--- src/rtl/sync_fifo_ctrl_if.sv ---
// Handshake and status bundle for sync_fifo_ctrl.
// The master side drives requests and data. The slave side (the FIFO) returns data and status.
interface sync_fifo_ctrl_if #(
  parameter int DWIDTH = 8,
  parameter int DEPTH  = 256
);
  localparam int AW = $clog2(DEPTH);

  logic              flush;
  logic              clr_err;
  logic              wr_en;
  logic [DWIDTH-1:0] din;
  logic              rd_en;
  logic [DWIDTH-1:0] dout;
  logic              empty;
  logic              full;
  logic              almost_empty;
  logic              almost_full;
  logic [AW:0]       count;
  logic              overflow;
  logic              underflow;

  modport master (
    output flush, clr_err, wr_en, din, rd_en,
    input  dout, empty, full, almost_empty, almost_full, count, overflow, underflow
  );

  modport slave (
    input  flush, clr_err, wr_en, din, rd_en,
    output dout, empty, full, almost_empty, almost_full, count, overflow, underflow
  );
endinterface

--- src/rtl/sync_fifo_ctrl.sv ---
// Single-clock FIFO with occupancy flags, sticky error flags and flush.
// The read path is either standard (registered dout) or first-word-fall-through.
module sync_fifo_ctrl #(
  parameter int DWIDTH   = 8,
  parameter int DEPTH    = 256,
  parameter int FWFT     = 0,
  parameter int AF_LEVEL = DEPTH - 4,
  parameter int AE_LEVEL = 4
) (
  input logic            clk,
  input logic            rst,
  sync_fifo_ctrl_if.slave bus
);
  localparam int          AW      = $clog2(DEPTH);
  localparam logic [AW:0] DEPTH_C = DEPTH[AW:0];
  localparam logic [AW:0] AF_C    = AF_LEVEL[AW:0];
  localparam logic [AW:0] AE_C    = AE_LEVEL[AW:0];
  localparam logic [AW:0] ONE_C   = {{AW{1'b0}}, 1'b1};

  logic [DWIDTH-1:0] r_mem [DEPTH];
  logic [AW:0]       r_wptr;
  logic [AW:0]       r_rptr;
  logic              r_overflow;
  logic              r_underflow;
  logic [AW:0]       w_count;
  logic              w_empty;
  logic              w_full;
  logic              w_rd_acc;
  logic              w_wr_acc;

  // Occupancy comes from the pointer difference; the extra wrap bit tells full apart from empty.
  assign w_count  = r_wptr - r_rptr;
  assign w_empty  = (w_count == {(AW+1){1'b0}});
  assign w_full   = (w_count == DEPTH_C);
  assign w_rd_acc = bus.rd_en & ~w_empty;
  assign w_wr_acc = bus.wr_en & (~w_full | w_rd_acc);

  assign bus.count        = w_count;
  assign bus.empty        = w_empty;
  assign bus.full         = w_full;
  assign bus.almost_empty = (w_count <= AE_C);
  assign bus.almost_full  = (w_count >= AF_C);
  assign bus.overflow     = r_overflow;
  assign bus.underflow    = r_underflow;

  // Storage write port; contents are not reset.
  always_ff @(posedge clk) begin
    if (!rst && !bus.flush && w_wr_acc) begin
      r_mem[r_wptr[AW-1:0]] <= bus.din;
    end
  end

  // Pointer update: reset, then flush, then accepted transfers.
  always_ff @(posedge clk) begin
    if (rst) begin
      r_wptr <= {(AW+1){1'b0}};
      r_rptr <= {(AW+1){1'b0}};
    end else if (bus.flush) begin
      r_wptr <= {(AW+1){1'b0}};
      r_rptr <= {(AW+1){1'b0}};
    end else begin
      if (w_wr_acc) r_wptr <= r_wptr + ONE_C;
      if (w_rd_acc) r_rptr <= r_rptr + ONE_C;
    end
  end

  // Sticky error flags; a new error wins over clr_err in the same cycle.
  always_ff @(posedge clk) begin
    if (rst) begin
      r_overflow  <= 1'b0;
      r_underflow <= 1'b0;
    end else if (!bus.flush) begin
      if (bus.wr_en && !w_wr_acc) r_overflow <= 1'b1;
      else if (bus.clr_err)       r_overflow <= 1'b0;
      if (bus.rd_en && w_empty)   r_underflow <= 1'b1;
      else if (bus.clr_err)       r_underflow <= 1'b0;
    end
  end

  generate
    if (FWFT != 0) begin : g_fwft
      assign bus.dout = r_mem[r_rptr[AW-1:0]];
    end else begin : g_std
      logic [DWIDTH-1:0] r_dout;

      // Registered read data; holds on rejected reads and through flush.
      always_ff @(posedge clk) begin
        if (rst) begin
          r_dout <= {DWIDTH{1'b0}};
        end else if (!bus.flush && w_rd_acc) begin
          r_dout <= r_mem[r_rptr[AW-1:0]];
        end
      end

      assign bus.dout = r_dout;
    end
  endgenerate
endmodule

--- src/flat_wrapper.sv ---
// flat-port wrapper written by rule: the top's interface ports become plain ports
module sync_fifo_ctrl_flat 
#(
  parameter int DWIDTH   = 8,
  parameter int DEPTH    = 256,
  parameter int FWFT     = 0,
  parameter int AF_LEVEL = DEPTH - 4,
  parameter int AE_LEVEL = 4
)
  (clk, rst, bus_flush, bus_clr_err, bus_wr_en, bus_din, bus_rd_en, bus_dout, bus_empty, bus_full, bus_almost_empty, bus_almost_full, bus_count, bus_overflow, bus_underflow);
  sync_fifo_ctrl_if #(.DWIDTH(DWIDTH), .DEPTH(DEPTH)) bus_i ();
  input logic clk;
  input logic rst;
  input wire logic [$bits(bus_i.flush)-1:0] bus_flush;
  input wire logic [$bits(bus_i.clr_err)-1:0] bus_clr_err;
  input wire logic [$bits(bus_i.wr_en)-1:0] bus_wr_en;
  input wire logic [$bits(bus_i.din)-1:0] bus_din;
  input wire logic [$bits(bus_i.rd_en)-1:0] bus_rd_en;
  output wire logic [$bits(bus_i.dout)-1:0] bus_dout;
  output wire logic [$bits(bus_i.empty)-1:0] bus_empty;
  output wire logic [$bits(bus_i.full)-1:0] bus_full;
  output wire logic [$bits(bus_i.almost_empty)-1:0] bus_almost_empty;
  output wire logic [$bits(bus_i.almost_full)-1:0] bus_almost_full;
  output wire logic [$bits(bus_i.count)-1:0] bus_count;
  output wire logic [$bits(bus_i.overflow)-1:0] bus_overflow;
  output wire logic [$bits(bus_i.underflow)-1:0] bus_underflow;
  assign bus_i.flush = bus_flush;
  assign bus_i.clr_err = bus_clr_err;
  assign bus_i.wr_en = bus_wr_en;
  assign bus_i.din = bus_din;
  assign bus_i.rd_en = bus_rd_en;
  assign bus_dout = bus_i.dout;
  assign bus_empty = bus_i.empty;
  assign bus_full = bus_i.full;
  assign bus_almost_empty = bus_i.almost_empty;
  assign bus_almost_full = bus_i.almost_full;
  assign bus_count = bus_i.count;
  assign bus_overflow = bus_i.overflow;
  assign bus_underflow = bus_i.underflow;
  sync_fifo_ctrl #(.DWIDTH(DWIDTH), .DEPTH(DEPTH), .FWFT(FWFT), .AF_LEVEL(AF_LEVEL), .AE_LEVEL(AE_LEVEL)) u_core (.clk(clk), .rst(rst), .bus(bus_i));
endmodule
--- config.mk ---
export PLATFORM = sky130hd
export DESIGN_NAME = sync_fifo_ctrl_flat
export DESIGN_NICKNAME = d
export VERILOG_FILES = /design/src/rtl/sync_fifo_ctrl_if.sv /design/src/rtl/sync_fifo_ctrl.sv /design/src/flat_wrapper.sv
export SDC_FILE = /design/constraint.sdc
export NUM_CORES = 2
export LEC_CHECK = 0
export BUFFER_PORTS_ARGS = -buffer_cell sky130_fd_sc_hd__buf_4
export CORE_MARGIN = 5
export CORE_UTILIZATION = 40
export DETAILED_ROUTE_END_ITERATION = 7
export PLACE_DENSITY = 0.54
export REMOVE_ABC_BUFFERS = 1
export SLEW_MARGIN = 20
export SYNTH_ARGS = -nofsm -noshare
export SYNTH_HDL_FRONTEND = slang
export SYNTH_SLANG_ARGS = --single-unit
--- constraint.sdc ---
create_clock -name clk -period 5.6 [get_ports clk]
set_input_delay 1.12 -clock clk [delete_from_list [all_inputs] [get_ports clk]]
set_output_delay 1.12 -clock clk [all_outputs]
set_load 0.02 [all_outputs]
# [Word-level counts from Yosys, hierarchy flattened]
# Memories as Yosys holds them, arrays and structs flattened. A register that Yosys moved wholly into a read port is not among the register bits.
# Index checks and enable logic that the tools add are counted.
[word_totals] wordCells=36 register_bits=20 ramBits=2048 output_inout_bits=23 latchBits=0 n_memories=1 in_bits=14 mem_bits_ro=0
[mem_list] name="u_core.r_mem" depth=256 word_bits=8 rd=1 rd_clocked_by_memory_dff=1 wr=1 line_no="sync_fifo_ctrl.sv:20" rtl="logic [DWIDTH-1:0] r_mem [DEPTH];"
[classes] bitwise=6 n_addsub=3 n_reduce_logical=14 shift=0 n_eq_ne=1 order_cmp=2 div=0 muxes=5 multipliers=0
[op_table] cell="$add 9x1->9 const B" count=2
[op_table] cell="$eq 9x9->1 const B" count=1
[op_table] cell="$ge 9x8->1 const B" count=1
[op_table] cell="$le 9x3->1 const B" count=1
[op_table] cell="$logic_not 9->1" count=1
[op_table] cell="$sub 9x9->9" count=1
[op_table] cell="$logic_and 1x1->1" count=5
[op_table] cell="$mux 1" count=5
[op_table] cell="$reduce_and 2->1" count=2
[op_table] cell="$reduce_bool 2->1" count=2
[op_table] cell="$logic_not 1->1" count=3
[op_table] cell="$not 1->1" count=3
[op_table] cell="$and 1x1->1" count=2
[op_table] cell="$reduce_or 2->1" count=1
[op_table] cell="$or 1x1->1" count=1

# [Depth between registers and ports, before layout]
[logic_depth] word_depth=10 ltp_mapped=19 ltp_nobuf=13

# [Worst setup path before layout]
# OpenSTA, ideal clock, no wires.
[synth_timing] path_type="register to output" from="register u_core.r_rptr[1]" to="output bus_empty" arrival_time_ps=3344 n_path_buf=6 setup_slack_ps=1136 required_ps=4480 stages_incl_launch_ff=16 path_cell_list="dfxtp_1 -> buf_6 -> buf_12 -> buf_8 -> buf_6 -> buf_6 -> inv_2 -> fa_1 -> a211oi_2 -> o21bai_1 -> a21oi_1 -> xor2_1 -> inv_2 -> or3_1 -> buf_2 -> nor2_1"
[synth_via] elab_chain_cells=2
[synth_rtl] item="start, declared" line_no="sync_fifo_ctrl.sv:22" rtl="logic [AW:0] r_rptr;"
[synth_rtl] item="start signal, assigned" line_no="sync_fifo_ctrl.sv:57" rtl="r_rptr <= {(AW+1){1'b0}};"
[synth_rtl] item="start signal, assigned" line_no="sync_fifo_ctrl.sv:60" rtl="r_rptr <= {(AW+1){1'b0}};"
[synth_rtl] item="start signal, assigned" line_no="sync_fifo_ctrl.sv:63" rtl="if (w_rd_acc) r_rptr <= r_rptr + ONE_C;"
[synth_rtl] item="$sub 9x9->9" line_no="sync_fifo_ctrl.sv:32" rtl="assign w_count = r_wptr - r_rptr;"
[synth_rtl] item="net bus_count[6]" line_no="flat_wrapper.sv:24" rtl="output wire logic [$bits(bus_i.count)-1:0] bus_count;"
[synth_rtl] item="$logic_not 9->1" line_no="sync_fifo_ctrl.sv:33" rtl="assign w_empty = (w_count == {(AW+1){1'b0}});"
[synth_rtl] item="end, declared" line_no="flat_wrapper.sv:20" rtl="output wire logic [$bits(bus_i.empty)-1:0] bus_empty;"
# The timed path passes the listed nets, and every way through them passes these cells.

# [Final worst setup path]
[layout_timing] from="register u_core.r_rptr[1]" to="output bus_empty"
[layout_via] elab_chain_cells=2
[layout_rtl] item="$sub 9x9->9" line_no="sync_fifo_ctrl.sv:32"
[layout_rtl] item="$logic_not 9->1" line_no="sync_fifo_ctrl.sv:33"
# Every way passes these cells.

==> results by stage <==
Logic synthesis:
- Synthesis inferred ~2,100 register bits.
- The fraction of synthesis flops using an asynchronous set or reset pin is 0%.
- The most used flip-flop cell after synthesis is edfxtp_1.
- The distinct cell type count after synthesis is a little over 80.
- Counting flops with a built-in enable in the synthesized netlist gives between 2,000 and 2,500.
- Yosys printed 0 warnings.
- Sequential cells were found to cover between 70% and 80% of the synthesized design area.
- The post-synthesis cell area is 82,300 um2.
- The average cell area after synthesis is slightly above 20 um2.
- Counting every instance in the synthesized netlist gives between 3,000 and 4,000.

Clock network:
- CTS saw 2,076 sinks.
- The insertion delay of the later-clocked pin in the worst-skew pair is 830 ps.
- The number of hold buffers added after CTS was 0.
- The number of clock buffers inserted by TritonCTS is roughly 210.
- The clock tree root driver cell is clkbuf_16.
- The number of buffers on the longest clock path is 3.
- The H-tree was split into 4 levels.
- After clock tree synthesis, the clock-pin slew on the worst setup and hold paths is roughly 70 ps.
- In this run the post-CTS setup repair buffer count came out at 0.
- TritonCTS built the clock tree.
- After clock tree synthesis, the repair step resized 0 gates.

STA:
- Headroom to the max-slew limit came out at between 10% and 20%.
- Setup violations remaining at the end of the flow were counted as 0.
- The accumulated negative setup slack is 0 ps.
- The number of hold-slack violations in the final timing report is 0.
- For this run, the top clock speed supported by timing is between 150 and 200 MHz.
- The final worst-path setup slack is about 560 ps.
- The number of max-slew violations in the final report is 0.
- Across all hold checks on the routed design, the worst slack comes to between 400 and 500 ps.
- Setup repair after global routing left no endpoint under its margin.
- Across the routed clock network, the largest skew measured is approximately 26 ps.
- The worst path in the final design needs a cycle of between 5000 and 6000 ps, including I/O delays and setup.
- The measured slew at the worst slew-check pin is 1240 ps.
- The final critical path takes up 90.0% of the cycle.

Hold path:
- The worst hold path passes through 2 cells.
- The destination of the worst hold path is u_core.bus.overflow.
- The worst min-delay path class is register to register.
- The worst hold path begins at u_core.bus.overflow.

Setup path:
- The startpoint of the lowest-slack register-to-register path is u_core.r_rptr[1].
- In this run the critical register-to-register path is captured at u_core.r_mem[233][1].
- Data on the critical path is required at its endpoint by ~4500 ps.
- The critical path goes through inv_2 > fa_1 > a211oi_2 > o21bai_1 > a21oi_1 > xor2_1 > inv_2 > or3_1 > nor2_1 > buf_4.
- Among the stages of the critical path, the cell type that occurs most often is inv_2.
- By startpoint and endpoint, the worst setup path is classified as register to primary output.
- The logic depth of the worst register-to-register path is 11.
- The kind of end point of the critical path is a primary output.
- Among cell families on the critical path, the largest total delay comes from simple AND/OR/NAND/NOR gates.
- Together, buffers and inverters on the worst path number 3.
- The launching element type of the critical path is a register.
- Across all register-to-register paths, the minimum setup slack is roughly 650 ps.
- On the critical path, the stage with the largest delay is an instance of dfxtp_4.
- The largest fanout of any net on the critical path is 21.
- The arrival time at the worst endpoint is 3920 ps.
- The delay of the slowest cell on the worst path is roughly 600 ps.

Global route:
- Global routing used 22.1% of the available tracks across all layers.
- The initial antenna violation count is 12.
- The first global-routing pass estimated around 340,000 um of wire.
- The pin count of the biggest net entering global routing is 150.
- The via count of the first global-routing pass is 42,000.
- For this run the aggregate overflow at the end of global routing stands at 0.

Pwr:
- The worst voltage drop across the vdd grid is about 0.32 mV.
- The analysis attributes to cell leakage a power of between 0.02 and 0.03 uW.
- For this design the ratio of total power to cell area is 353 nW/um2.

Route:
- The pre-antenna-repair detailed-routing pass consisted of 7 iterations.
- Dividing the detail-routed wire length by the instance count gives 34.1 um.
- In the routed design, unresolved DRC markers number 0.
- Wires add up to approximately 240,000 um.
- The first-iteration detailed-routing DRC count is between 5,000 and 6,000.
- After detailed routing, the number of vias per cell comes to about 5.9.
- The via count is approximately 42,000.
- The post-detailed-route count of antenna-violating nets is 0.

Final layout:
- Leaving out fill and tap cells, the most frequent cell in the layout is edfxtp_1.
- From synthesis to final layout, the design area changed by 12.5%.
- The fraction of layout instances using a drive strength above 1 is approximately 24%.
- The post-route cell area is between 90,000 and 100,000 um2.
- For this run, the share of the core covered by cells in the final layout is 45.3%.
- For this run, the post-layout net count is 4,229.
- In the layout the commonest cells are edfxtp_1 (2,048), mux4_2 (497), nor2_1 (296), clkbuf_16 (213), buf_4 (204).

Place:
- Before CTS, the worst setup slack after placement is 718 ps.
- The cell area reported after detailed placement is 85,900 um2.
- The quantity of I/O buffers inserted on ports is 36.
- Once detailed placement completed, the half-perimeter wirelength came to roughly 150,000 um.
- The final weighted congestion in routability-driven placement is about 0.9.

Die:
- The floorplan step set the die width to between 400 and 500 um.
- The die area is 215,000 um2.
- The number of I/O pins is 37.
- The floorplan die height is ~460 um.
- The floorplan has 166 rows.
- Once the floorplan was initialized, standard cells occupied about two fifths of the core.
- The core region is 205,000 um2.

Run status:
- The run finished with clean final reports.

Job:
- The number of maximum-capacitance constraint violations is 0.
state kept, by name, summed over array words and instances (netlist names):
signal and count:
u_core.bus.dout 8, u_core.bus.overflow 1, u_core.bus.underflow 1, u_core.r_mem 2048
u_core.r_rptr 9, u_core.r_wptr 9
power by group:
group	switching (uW)	total, uW	internal, uW
logic	1140	1830	690
clock network	5900	13800	7900
registers	22.2	17100	17100
layout make-up:
| type | instances | area, um2 |
|---|---|---|
| Inverter | 20 | 82.6 |
| Multi-Input combinational cell | 1665 | 18400 |
| Clock buffer | 266 | 5550 |
| Timing Repair Buffer | 229 | 1980 |
| Fill cell | 17100 | 112000 |
| Sequential cell | 2076 | 62100 |
| Antenna cell | 7 | 17.5 |
| Tap cell | 2688 | 3360 |
| Clock inverter | 115 | 1130 |
routing by layer:
| layer | global-route usage (%) | wire [um] | vias up |
|---|---|---|---|
| met3 | 5.01 | 19000 | 381 |
| met5 | 0 | 54 | - |
| li1 | - | - | 16900 |
| met4 | 7.03 | 8210 | 10 |
| met1 | 31.1 | 101000 | 22500 |
| met2 | 34.4 | 112000 | 1872 |
cell usage after synthesis, drive strengths merged (4+ instances only):
cell | number | area share [%]
inv | 19 | 0.087
a221oi | 33 | 0.37
o21ai | 57 | 0.36
a21oi | 56 | 0.34
a21o | 5 | 0.046
and2 | 23 | 0.17
nand3 | 38 | 0.24
nor2 | 297 | 1.4
o221ai | 8 | 0.085
o31ai | 4 | 0.036
nand2b | 9 | 0.068
clkbuf | 44 | 0.20
xnor2 | 11 | 0.12
dfxtp | 28 | 0.68
buf | 185 | 2.0
or4 | 5 | 0.046
a31oi | 15 | 0.11
nor3 | 44 | 0.28
o211ai | 9 | 0.082
mux2i | 122 | 1.5
a2111oi | 11 | 0.13
or3 | 7 | 0.053
nor2b | 12 | 0.091
a211oi | 15 | 0.15
edfxtp | 2048 | 75
ha | 14 | 0.21
nor3b | 4 | 0.036
a311oi | 7 | 0.075
a32oi | 4 | 0.043
nand2 | 203 | 0.93
and3 | 10 | 0.076
nand4 | 11 | 0.084
a22oi | 46 | 0.43
mux4 | 508 | 14
o22ai | 15 | 0.11
mux2 | 16 | 0.22
tightest hold or removal path, cell delays in order, from the launching register on:
cell and delay [ps]:
dfxtp_1 310, nand2_1 50, a21oi_1 50
cells by family after synthesis:
logic type / after synthesis / synth area share, %
flops: 2076 / 75.4
fa+ha+maj: 15 / 0.237
simple gates: 678 / 3.57
compound gates: 313 / 2.67
xor+xnor: 13 / 0.138
buf+inv: 249 / 2.31
mux: 646 / 15.7
worst max-delay path by stage:
| stage | startpoint | to | slack [ps] | depth (start not counted) |
|---|---|---|---|---|
| floorplan | u_core.r_rptr[0] | u_core.r_mem[84][0] | -16910 | 11 |
| global placement | u_core.r_wptr[0] | u_core.r_mem[235][6] | 690 | 13 |
| detailed placement | u_core.r_rptr[1] | u_core.r_mem[235][6] | 720 | 11 |
| CTS | u_core.r_rptr[1] | bus_empty | 510 | 10 |
| global route | u_core.r_rptr[1] | bus_empty | 350 | 10 |
| finish | u_core.r_rptr[1] | bus_empty | 560 | 10 |
metrics by stage:
stage / total power [uW] / std cells
2_1_floorplan: 19200 / 3761
3_3_place_gp: 19300 / 6678
3_5_place_dp: 19300 / 6678
4_1_cts: 32900 / 7059
5_1_grt: 33700 / 7061
6_report: 32700 / 7066
No activity file was read; power rests on OpenSTA's default activity.
